## config.mk

```make
export PLATFORM = sky130hd
export DESIGN_NAME = mem_arbiter_flat
export DESIGN_NICKNAME = d
export VERILOG_FILES = /design/src/rtl/soc_pkg.sv /design/src/rtl/mem_arbiter_if.sv /design/src/rtl/arb_req_slot.sv /design/src/rtl/mem_arbiter.sv /design/src/flat_wrapper.sv
export SDC_FILE = /design/constraint.sdc
export NUM_CORES = 1
export LEC_CHECK = 0
export CAP_MARGIN = 25
export CORE_ASPECT_RATIO = 0.5
export CORE_MARGIN = 10
export CORE_UTILIZATION = 48
export DETAILED_ROUTE_END_ITERATION = 10
export PLACE_DENSITY = 0.81
export RECOVER_POWER = 100
export SLEW_MARGIN = 20
export SYNTH_ARGS = -nofsm -noshare
export SYNTH_HDL_FRONTEND = slang
export SYNTH_SLANG_ARGS = --single-unit
```

## constraint.sdc

```tcl
create_clock -name clock -period 3.15 [get_ports clock]
set_clock_uncertainty 0.2 [all_clocks]
set_input_delay 0.7875 -clock clock [delete_from_list [all_inputs] [get_ports clock]]
set_output_delay 0.7875 -clock clock [all_outputs]
set_load 0.005 [all_outputs]
```

## src/rtl/soc_pkg.sv

```systemverilog
// Shared types for the instruction/data memory arbiter: FSM states, requester ids
// and the request payload carried from a requester to the memory port.
package soc_pkg;

    localparam int unsigned ADDR_W = 32;
    localparam int unsigned DATA_W = 32;
    localparam int unsigned MASK_W = 4;

    typedef enum logic [1:0] {
        ARB_IDLE,
        ARB_BUSY_IFU,
        ARB_BUSY_LSU
    } arb_state_e;

    typedef enum logic {
        REQ_IFU,
        REQ_LSU
    } requester_e;

    typedef struct packed {
        logic [ADDR_W-1:0] addr;
        logic              wen;
        logic [DATA_W-1:0] wdata;
        logic [MASK_W-1:0] wmask;
    } arb_req_t;

endpackage

```

## src/rtl/mem_arbiter_if.sv

```systemverilog
// Bundle of the fetch, load/store and memory-side handshakes around the arbiter.
interface mem_arbiter_if;
    import soc_pkg::*;

    logic              ifu_reqValid;
    logic [ADDR_W-1:0] ifu_addr;
    logic              ifu_respValid;
    logic [DATA_W-1:0] ifu_rdata;
    logic              ifu_err;

    logic              lsu_reqValid;
    logic [ADDR_W-1:0] lsu_addr;
    logic              lsu_wen;
    logic [DATA_W-1:0] lsu_wdata;
    logic [MASK_W-1:0] lsu_wmask;
    logic              lsu_respValid;
    logic [DATA_W-1:0] lsu_rdata;
    logic              lsu_err;

    logic              mem_reqValid;
    logic [ADDR_W-1:0] mem_addr;
    logic              mem_wen;
    logic [DATA_W-1:0] mem_wdata;
    logic [MASK_W-1:0] mem_wmask;
    logic              mem_respValid;
    logic [DATA_W-1:0] mem_rdata;

    // Arbiter side.
    modport slave (
        input  ifu_reqValid, ifu_addr,
        input  lsu_reqValid, lsu_addr, lsu_wen, lsu_wdata, lsu_wmask,
        input  mem_respValid, mem_rdata,
        output ifu_respValid, ifu_rdata, ifu_err,
        output lsu_respValid, lsu_rdata, lsu_err,
        output mem_reqValid, mem_addr, mem_wen, mem_wdata, mem_wmask
    );

    // Requesters and memory side.
    modport master (
        output ifu_reqValid, ifu_addr,
        output lsu_reqValid, lsu_addr, lsu_wen, lsu_wdata, lsu_wmask,
        output mem_respValid, mem_rdata,
        input  ifu_respValid, ifu_rdata, ifu_err,
        input  lsu_respValid, lsu_rdata, lsu_err,
        input  mem_reqValid, mem_addr, mem_wen, mem_wdata, mem_wmask
    );

endinterface

```

## src/rtl/arb_req_slot.sv

```systemverilog
// One-deep pending-request latch: holds a request that lost arbitration until granted.
module arb_req_slot
    import soc_pkg::*;
(
    input  logic     clock,
    input  logic     reset,
    input  logic     capture,
    input  logic     clear,
    input  arb_req_t req,
    output logic     valid,
    output arb_req_t data
);

    always_ff @(posedge clock) begin
        if (!reset) begin
            valid <= 1'b0;
            data  <= '0;
        end else if (clear) begin
            valid <= 1'b0;
        end else if (capture) begin
            valid <= 1'b1;
            data  <= req;
        end
    end

endmodule

```

## src/rtl/mem_arbiter.sv

```systemverilog
// Round-robin arbiter sharing one memory port between fetch and load/store,
// one transaction in flight, with a watchdog that turns a stall into an error response.
module mem_arbiter
    import soc_pkg::*;
#(
    parameter int unsigned TIMEOUT = 255
) (
    input  logic          clock,
    input  logic          reset,
    mem_arbiter_if.slave  bus
);

    localparam int unsigned CNT_W = $clog2(TIMEOUT + 1);

    arb_state_e       state;
    requester_e       last_grant;
    logic [CNT_W-1:0] watchdog;
    arb_req_t         hold;

    logic     pend_ifu, pend_lsu;
    arb_req_t slot_ifu, slot_lsu;
    arb_req_t live_ifu, live_lsu;
    arb_req_t fld_ifu, fld_lsu, fld_win;
    logic     idle, cand_ifu, cand_lsu, grant_ifu, grant_lsu, grant_any;
    logic     cap_ifu, cap_lsu, expired;

    // Candidate selection and request capture.
    always_comb begin
        live_ifu       = '0;
        live_ifu.addr  = bus.ifu_addr;
        live_lsu.addr  = bus.lsu_addr;
        live_lsu.wen   = bus.lsu_wen;
        live_lsu.wdata = bus.lsu_wdata;
        live_lsu.wmask = bus.lsu_wmask;

        fld_ifu = pend_ifu ? slot_ifu : live_ifu;
        fld_lsu = pend_lsu ? slot_lsu : live_lsu;

        idle      = (state == ARB_IDLE);
        cand_ifu  = pend_ifu | bus.ifu_reqValid;
        cand_lsu  = pend_lsu | bus.lsu_reqValid;
        grant_ifu = idle & cand_ifu & (~cand_lsu | (last_grant == REQ_LSU));
        grant_lsu = idle & cand_lsu & ~grant_ifu;
        grant_any = grant_ifu | grant_lsu;
        fld_win   = grant_ifu ? fld_ifu : fld_lsu;

        // Requests arriving while the slot is full or the owner is in flight are dropped.
        cap_ifu = bus.ifu_reqValid & ~pend_ifu & (state != ARB_BUSY_IFU) & ~grant_ifu;
        cap_lsu = bus.lsu_reqValid & ~pend_lsu & (state != ARB_BUSY_LSU) & ~grant_lsu;

        expired = (watchdog == CNT_W'(TIMEOUT - 1));
    end

    arb_req_slot u_slot_ifu (
        .clock   (clock),
        .reset   (reset),
        .capture (cap_ifu),
        .clear   (grant_ifu),
        .req     (live_ifu),
        .valid   (pend_ifu),
        .data    (slot_ifu)
    );

    arb_req_slot u_slot_lsu (
        .clock   (clock),
        .reset   (reset),
        .capture (cap_lsu),
        .clear   (grant_lsu),
        .req     (live_lsu),
        .valid   (pend_lsu),
        .data    (slot_lsu)
    );

    // State, round-robin pointer, watchdog and held request.
    always_ff @(posedge clock) begin
        if (!reset) begin
            state      <= ARB_IDLE;
            last_grant <= REQ_LSU;
            watchdog   <= '0;
            hold       <= '0;
        end else begin
            case (state)
                ARB_IDLE: begin
                    if (grant_any) begin
                        last_grant <= grant_ifu ? REQ_IFU : REQ_LSU;
                        hold       <= fld_win;
                        watchdog   <= '0;
                        if (!bus.mem_respValid) begin
                            state <= grant_ifu ? ARB_BUSY_IFU : ARB_BUSY_LSU;
                        end
                    end
                end
                ARB_BUSY_IFU, ARB_BUSY_LSU: begin
                    if (bus.mem_respValid || expired) begin
                        state <= ARB_IDLE;
                    end else begin
                        watchdog <= watchdog + CNT_W'(1);
                    end
                end
                default: state <= ARB_IDLE;
            endcase
        end
    end

    // Memory request and response routing; zero-wait completions stay combinational.
    always_comb begin
        bus.mem_reqValid  = 1'b0;
        bus.mem_addr      = '0;
        bus.mem_wen       = 1'b0;
        bus.mem_wdata     = '0;
        bus.mem_wmask     = '0;
        bus.ifu_respValid = 1'b0;
        bus.ifu_rdata     = '0;
        bus.ifu_err       = 1'b0;
        bus.lsu_respValid = 1'b0;
        bus.lsu_rdata     = '0;
        bus.lsu_err       = 1'b0;

        case (state)
            ARB_IDLE: begin
                if (grant_any) begin
                    bus.mem_reqValid = 1'b1;
                    bus.mem_addr     = fld_win.addr;
                    bus.mem_wen      = fld_win.wen;
                    bus.mem_wdata    = fld_win.wdata;
                    bus.mem_wmask    = fld_win.wmask;
                    if (bus.mem_respValid) begin
                        if (grant_ifu) begin
                            bus.ifu_respValid = 1'b1;
                            bus.ifu_rdata     = bus.mem_rdata;
                        end else begin
                            bus.lsu_respValid = 1'b1;
                            bus.lsu_rdata     = bus.mem_rdata;
                        end
                    end
                end
            end
            ARB_BUSY_IFU: begin
                bus.mem_addr  = hold.addr;
                bus.mem_wen   = hold.wen;
                bus.mem_wdata = hold.wdata;
                bus.mem_wmask = hold.wmask;
                if (bus.mem_respValid) begin
                    bus.ifu_respValid = 1'b1;
                    bus.ifu_rdata     = bus.mem_rdata;
                end else if (expired) begin
                    bus.ifu_respValid = 1'b1;
                    bus.ifu_err       = 1'b1;
                end
            end
            ARB_BUSY_LSU: begin
                bus.mem_addr  = hold.addr;
                bus.mem_wen   = hold.wen;
                bus.mem_wdata = hold.wdata;
                bus.mem_wmask = hold.wmask;
                if (bus.mem_respValid) begin
                    bus.lsu_respValid = 1'b1;
                    bus.lsu_rdata     = bus.mem_rdata;
                end else if (expired) begin
                    bus.lsu_respValid = 1'b1;
                    bus.lsu_err       = 1'b1;
                end
            end
            default: ;
        endcase
    end

endmodule

```

## src/flat_wrapper.sv

```systemverilog
// flat-port wrapper written by rule: the top's interface ports become plain ports
module mem_arbiter_flat import soc_pkg::*;
#(
    parameter int unsigned TIMEOUT = 255
)
  (clock, reset, bus_ifu_reqValid, bus_ifu_addr, bus_lsu_reqValid, bus_lsu_addr, bus_lsu_wen, bus_lsu_wdata, bus_lsu_wmask, bus_mem_respValid, bus_mem_rdata, bus_ifu_respValid, bus_ifu_rdata, bus_ifu_err, bus_lsu_respValid, bus_lsu_rdata, bus_lsu_err, bus_mem_reqValid, bus_mem_addr, bus_mem_wen, bus_mem_wdata, bus_mem_wmask);
  mem_arbiter_if bus_i ();
  input  logic clock;
  input  logic reset;
  input wire logic [$bits(bus_i.ifu_reqValid)-1:0] bus_ifu_reqValid;
  input wire logic [$bits(bus_i.ifu_addr)-1:0] bus_ifu_addr;
  input wire logic [$bits(bus_i.lsu_reqValid)-1:0] bus_lsu_reqValid;
  input wire logic [$bits(bus_i.lsu_addr)-1:0] bus_lsu_addr;
  input wire logic [$bits(bus_i.lsu_wen)-1:0] bus_lsu_wen;
  input wire logic [$bits(bus_i.lsu_wdata)-1:0] bus_lsu_wdata;
  input wire logic [$bits(bus_i.lsu_wmask)-1:0] bus_lsu_wmask;
  input wire logic [$bits(bus_i.mem_respValid)-1:0] bus_mem_respValid;
  input wire logic [$bits(bus_i.mem_rdata)-1:0] bus_mem_rdata;
  output wire logic [$bits(bus_i.ifu_respValid)-1:0] bus_ifu_respValid;
  output wire logic [$bits(bus_i.ifu_rdata)-1:0] bus_ifu_rdata;
  output wire logic [$bits(bus_i.ifu_err)-1:0] bus_ifu_err;
  output wire logic [$bits(bus_i.lsu_respValid)-1:0] bus_lsu_respValid;
  output wire logic [$bits(bus_i.lsu_rdata)-1:0] bus_lsu_rdata;
  output wire logic [$bits(bus_i.lsu_err)-1:0] bus_lsu_err;
  output wire logic [$bits(bus_i.mem_reqValid)-1:0] bus_mem_reqValid;
  output wire logic [$bits(bus_i.mem_addr)-1:0] bus_mem_addr;
  output wire logic [$bits(bus_i.mem_wen)-1:0] bus_mem_wen;
  output wire logic [$bits(bus_i.mem_wdata)-1:0] bus_mem_wdata;
  output wire logic [$bits(bus_i.mem_wmask)-1:0] bus_mem_wmask;
  assign bus_i.ifu_reqValid = bus_ifu_reqValid;
  assign bus_i.ifu_addr = bus_ifu_addr;
  assign bus_i.lsu_reqValid = bus_lsu_reqValid;
  assign bus_i.lsu_addr = bus_lsu_addr;
  assign bus_i.lsu_wen = bus_lsu_wen;
  assign bus_i.lsu_wdata = bus_lsu_wdata;
  assign bus_i.lsu_wmask = bus_lsu_wmask;
  assign bus_i.mem_respValid = bus_mem_respValid;
  assign bus_i.mem_rdata = bus_mem_rdata;
  assign bus_ifu_respValid = bus_i.ifu_respValid;
  assign bus_ifu_rdata = bus_i.ifu_rdata;
  assign bus_ifu_err = bus_i.ifu_err;
  assign bus_lsu_respValid = bus_i.lsu_respValid;
  assign bus_lsu_rdata = bus_i.lsu_rdata;
  assign bus_lsu_err = bus_i.lsu_err;
  assign bus_mem_reqValid = bus_i.mem_reqValid;
  assign bus_mem_addr = bus_i.mem_addr;
  assign bus_mem_wen = bus_i.mem_wen;
  assign bus_mem_wdata = bus_i.mem_wdata;
  assign bus_mem_wmask = bus_i.mem_wmask;
  mem_arbiter #(.TIMEOUT(TIMEOUT)) u_core (.clock(clock), .reset(reset), .bus(bus_i));
endmodule
```

=== After elaboration in Yosys (flattened, before gate mapping) ===
Index checks and enable logic that the tools add are counted.

* Bits in registers: 183
* Input bits: 138
* Output and inout bits: 138
* Logic and storage cells: 98

* Add/subtract/negate cells: 1
* Equal/unequal tests: 9
* Mux-type cells: 43
* Bitwise gates (word level): 20
* Reduce and logical (&&, ||, !) cells: 11

{| class="wikitable"
|+ Operators with widths
! cell !! count
|-
| 2-to-1 mux 32 bit || 9
|-
| one-hot mux 32 bit (2 select lines) || 4
|-
| 2-to-1 mux 69 bit || 3
|-
| 2-to-1 mux 8 bit || 2
|-
| one-hot mux 8 bit (2 select lines) || 1
|-
| 2-to-1 mux 1 bit || 14
|-
| bitwise AND 1 bit || 10
|-
| adder 8 x 1 -> 8 bit (second input constant) || 1
|-
| equality test 8 bit (second input constant) || 1
|-
| 2-to-1 mux 2 bit || 4
|-
| != test 2 bit (second input constant) || 4
|-
| one-hot mux 4 bit (2 select lines) || 1
|-
| inverter 1 bit || 6
|-
| one-hot mux 1 bit (2 select lines) || 3
|-
| AND reduction 2 bit || 3
|-
| AND reduction 3 bit || 2
|-
| OR reduction 2 bit || 3
|-
| 2-to-1 mux 4 bit || 1
|-
| != test 2 x 1 -> 1 bit (second input constant) || 2
|-
| bitwise OR 1 bit || 4
|-
| one-hot mux 2 bit (2 select lines) || 1
|-
| equality test 2 x 1 -> 1 bit (second input constant) || 1
|-
| equality test 2 bit (second input constant) || 1
|-
| zero test 2 bit || 1
|-
| 2 further kinds || 2
|}

=== Longest topological paths before layout ===
* Depth in word-level cells: 9
* Gate-level depth with buffers: 10
* Depth with buffers taken out: 6

=== Modules after synthesis ===
A second synthesis with hierarchy kept.

* Cells, all modules: 1,440
* Area, all modules: 11,862.6 um^2

{| class="wikitable"
|+ By module, submodules not included
! module !! times used !! cells each !! area an instance (um^2) !! seq. area each (um^2)
|-
| mem_arbiter || 1 || 834 || 6,294.8 || 1,601.5
|-
| arb_req_slot || 2 || 303 || 2,783.9 || 1,401.3
|}

=== Worst setup path before layout ===
OpenSTA, ideal clock, no wires.

* Path type: input to output
* Start point: input port bus_lsu_reqValid
* End point: output port bus_mem_addr[30]
* Data arrival time: 1.926 ns
* Required time: 2.162 ns
* Slack: 0.236 ns
* Cell stages on the path: 8
* Buffers on the path: 3
* Path through: buf_2 > nor4_2 > nand2b_1 > buf_2 > inv_2 > buf_2 > o211ai_1 > a21oi_1

* Longest elaborated chain between the ends: 9
* Elaborated cells on any way between the ends: 11
* Those cells by class: 3 x mux; 8 x bitwise

{| class="wikitable"
|+ RTL lines
! item !! RTL line !! text
|-
| from (decl) || flat_wrapper.sv:12 || <nowiki>input wire logic [$bits(bus_i.lsu_reqValid)-1:0] bus_lsu_reqValid;</nowiki>
|-
| bitwise OR 1 bit (*) || mem_arbiter.sv:41 || <nowiki>cand_lsu = pend_lsu | bus.lsu_reqValid;</nowiki>
|-
| inverter 1 bit || mem_arbiter.sv:42 || <nowiki>grant_ifu = idle & cand_ifu & (~cand_lsu | (last_grant == REQ_LSU));</nowiki>
|-
| bitwise OR 1 bit || mem_arbiter.sv:42 ||
|-
| bitwise AND 1 bit || mem_arbiter.sv:42 ||
|-
| inverter 1 bit (no line) || -- ||
|-
| bitwise AND 1 bit || mem_arbiter.sv:43 || <nowiki>grant_lsu = idle & cand_lsu & ~grant_ifu;</nowiki>
|-
| bitwise OR 1 bit || mem_arbiter.sv:44 || <nowiki>grant_any = grant_ifu | grant_lsu;</nowiki>
|-
| 2-to-1 mux 32 bit (*) || mem_arbiter.sv:121 || <nowiki>if (grant_any) begin</nowiki>
|-
| one-hot mux 32 bit (2 select lines) (*) || mem_arbiter.sv:119 || <nowiki>case (state)</nowiki>
|-
| to (decl) || flat_wrapper.sv:26 || <nowiki>output wire logic [$bits(bus_i.mem_addr)-1:0] bus_mem_addr;</nowiki>
|}

Mark *: on every way between the ends. The rest lies on a longest branch, timed or not.

=== Final worst setup path ===
* Start point: register u_core.state[0]
* End point: output port bus_lsu_rdata[20]

* Longest elaborated chain between the ends: 8
* Elaborated cells on any way between the ends: 12
* Those cells by class: 1 x eq/ne; 4 x mux; 6 x bitwise; 1 x reduce/logical

{| class="wikitable"
|+ RTL lines
! item !! RTL line !! text
|-
| from (decl) || mem_arbiter.sv:15 || <nowiki>arb_state_e state;</nowiki>
|-
| from (signal assigned) || mem_arbiter.sv:89 || <nowiki>state <= grant_ifu ? ARB_BUSY_IFU : ARB_BUSY_LSU;</nowiki>
|-
| zero test 2 bit || mem_arbiter.sv:39, mem_arbiter.sv:119 ||
|-
| bitwise AND 1 bit (2 in series) || mem_arbiter.sv:42 ||
|-
| inverter 1 bit (no line) || -- ||
|-
| bitwise AND 1 bit || mem_arbiter.sv:43 ||
|-
| bitwise OR 1 bit || mem_arbiter.sv:44 ||
|-
| 2-to-1 mux 32 bit || mem_arbiter.sv:121 ||
|-
| one-hot mux 32 bit (2 select lines) (*) || mem_arbiter.sv:119 ||
|-
| to (decl) || flat_wrapper.sv:23 || <nowiki>output wire logic [$bits(bus_i.lsu_rdata)-1:0] bus_lsu_rdata;</nowiki>
|}

Marked as above.

==> reports/qor.yml <==
placement:
  io_buffers: 275
  dp_hpwl_um: 22500
  dp_slack_ps: -694
  dp.cells: 1721
  gp_congestion: 0.838
logic_synthesis:
  synthCells: 1225
  synth.mux.area_fraction: 0.118
  synth.distinct_cells: 42
  synth_compound_area_frac: 0.186
  yosys.area_share.simple: 0.237
  avgSynthCellArea_um2: 7.56
  synth_edf_count: 0
  synth_seq_area_share: 0.396
  async_flop_share: 0
  ys_ff_latch: 183
  synth_fa_ha_area_frac: 0.00811
  synthXorXnorAreaFrac: 0
  synth_top_flop_cell: "dfxtp_1"
  synth_top_family_by_area: "simple AND/OR/NAND/NOR gates"
  synth_nets: 1369
  synth_warnings: 0
  netlist_area_um2: 9260
clock_tree:
  clock-root-buffer: "clkbuf_16"
  clk_latency_ps: 420
  clockBufferDepth: 2
  cts_sinks: 183
  tritoncts: "built"
  htree_levels: 4
  cts_made_buffers: 17
  clk_pin_slew_ps: 60
global_route:
  grt_use_total: 0.258
  antenna_found_initial: 4
  grt_max_degree: 124
  grt.overflow.total: 0
  grt_pass1_wl_um: 54700
  grt_pass1_vias: 9968
setup_path:
  path_max_fanout: 8
  setup.worst_path.class: "flop to output port"
  end_kind: "output port"
  crit_start: "u_core.state[0]$_SDFFE_PN0P_"
  crit_arrival_ps: 2220
  rr_worst_depth: 9
  reg2reg_to: "u_core.u_slot_lsu.data[51]$_SDFFE_PN0P_"
  critPathRequiredTime_ps: 2160
  start_kind: "flop"
  r2r_slack_ps: 410
  r2r-start: "u_core.state[0]$_SDFFE_PN0P_"
final_layout:
  nets: 1688
  layout-drive-gt1-share: 0.307
  multi_input_area_um2: 5550
  stdcell_count: 1820
  nFillCells: 1336
  final_cell_mix: "365 x nand2_1, 208 x a21oi_1, 179 x dfxtp_1"
  syn_to_final_growth_pct: 51.1
  ff_latch_area_um2: 3670
  final_common_cell: "nand2_1"
sta:
  hold_viol: 0
  finalCritPeriodShare: 1.02
  worst_hold_slack_ps: 255
  layout_setup_ws_ps: -54.3
  maxSlewViolCount: 0
  maxSlewHeadroom: 0.0359
  rsz0062_at_grt: "true"
  tightestPinTransition_ps: 1450
  setup_viol: 37
  fmax_mhz: 312
  fin_crit_ps: 3200
run_status:
  violations: "negative setup slack"
  status: "finished with violations"
min_path:
  hold_depth: 2
  holdPathEnd: "u_core.u_slot_ifu.data[38]$_SDFFE_PN0P_"
  min_from: "u_core.u_slot_ifu.data[38]$_SDFFE_PN0P_"
  hold_class: "flop to flop"
route:
  drc: 0
  num_vias: 10200
  avgViaCountPerCell: 5.63
  drtIter0Drc: 870
  wire_per_inst_um: 19.7
  drt-total-wl_um: 35900
  ant_nets: 0
  first_pass_iters: 5
pwr:
  p_per_area_nw_per_um2: 802
  vdd_ir_drop_max_v: 0.000491
  p_leak_nw: 5.51
floorplan:
  initial_core_util: 0.496
  dieArea_um2: 25600
  ios: 276
  std_cell_rows: 35
  die_w_um: 216
  coreArea_um2: 18700
  die_h_um: 118
job:
  maxCapViolCount: 0
-- critical path, stage by stage, from the launching register on --
cell	delay, ps
dfxtp_2	340
inv_2	80
ha_4	180
buf_6	110
o21ai_4	60
or2_4	260
a21boi_4	240
buf_6	170
buf_16	130
and2_4	140
buf_6	90
-- repair_timing --
item,4_1_cts,5_1_grt
pin swaps,37,72
endpoints found under the setup margin,138,126
gates cloned,13,0
resized for setup,459,271
hold buffers,0,0
buffers inserted,48,12
-- per-layer routing --
metal / up-vias / wire length [um] / GRT usage
li1: 4790 / - / -
met2: 431 / 18400 / 0.453
met5: - / 0 / 0
met3: 80 / 2080 / 0.0484
met1: 4941 / 14500 / 0.313
met4: 0 / 864 / 0.0838
-- synth_stat cells (all sizes together) (3+ instances only) --
cell type  count  area (um^2)
o21ai         14         70.1
and2          64          400
inv           11         41.3
ha             6         75.1
or4            3         22.5
nor3           6         30.0
nor4           3         25.0
o211ai        32          240
mux2i         32          320
a31oi          3         18.8
a21boi         3         26.3
or2            3         18.8
o221a          3         33.8
a21o           3         22.5
clkbuf        44          165
a21oi        244         1220
nand2        385         1450
or3            3         18.8
buf           56          294
nor2           3         11.3
nand3         39          200
dfxtp        183         3660
mux2          69          777
-- state kept, by name (all words and copies together) (netlist names) --
signal,cells
u_core.hold,69
u_core.u_slot_lsu.data,69
u_core.u_slot_ifu.data,32
u_core.watchdog,8
u_core.state,2
u_core.last_grant,1
u_core.u_slot_ifu.valid,1
u_core.u_slot_lsu.valid,1
-- worst max path at each step --
stage	end
after floorplan	bus_mem_addr[30]
after global placement	bus_mem_addr[0]
after detailed placement	bus_lsu_rdata[11]
after CTS	bus_lsu_rdata[7]
after global routing	bus_lsu_rdata[20]
final	bus_lsu_rdata[20]
-- area by class of cell --
type | count | share of cell area
Multi-Input combinational cell | 931 | 0.397
Timing Repair Buffer | 400 | 0.271
Sequential cell | 183 | 0.262
Clock buffer | 21 | 0.0322
Tap cell | 259 | 0.0232
Clock inverter | 11 | 0.0106
Inverter | 11 | 0.00322
Antenna cell | 4 | 0.000715
-- cells by family (layout without fill, tap and decap cells) --
logic type,count (synthesis),after routing
muxes,101,101
AOI/OAI and AO/OA,311,311
adders and majority gates,6,6
other,0,4
buffers and inverters,111,443
and+or+nand+nor,513,513
DFF,183,183
-- per-stage QoR --
| stage | TNS (ps) | power [mW] | util | area [um^2] |
|---|---|---|---|---|
| floorplan | 0 | 5.66 | - | 9260 |
| global placement | -78920 | 8.02 | 0.673 | 12600 |
| detailed placement | -83160 | 8.17 | 0.673 | 12600 |
| CTS | -1640 | 10.9 | 0.738 | 13800 |
| global route | -3900 | 11.8 | 0.750 | 14000 |
| finish | -1200 | 11.2 | 0.750 | 14000 |
-- where the power goes --
| part | switching (mW) | total [mW] | internal (mW) | leakage, nW |
|---|---|---|---|---|
| combinational | 3.09 | 5.95 | 2.86 | 3.73 |
| clock | 0.929 | 2.20 | 1.27 | 0.280 |
| sequential | 0.269 | 3.06 | 2.80 | 1.50 |
| total | 4.29 | 11.2 | 6.93 | 5.51 |
Note: power is estimated with default switching activity, not from simulation.
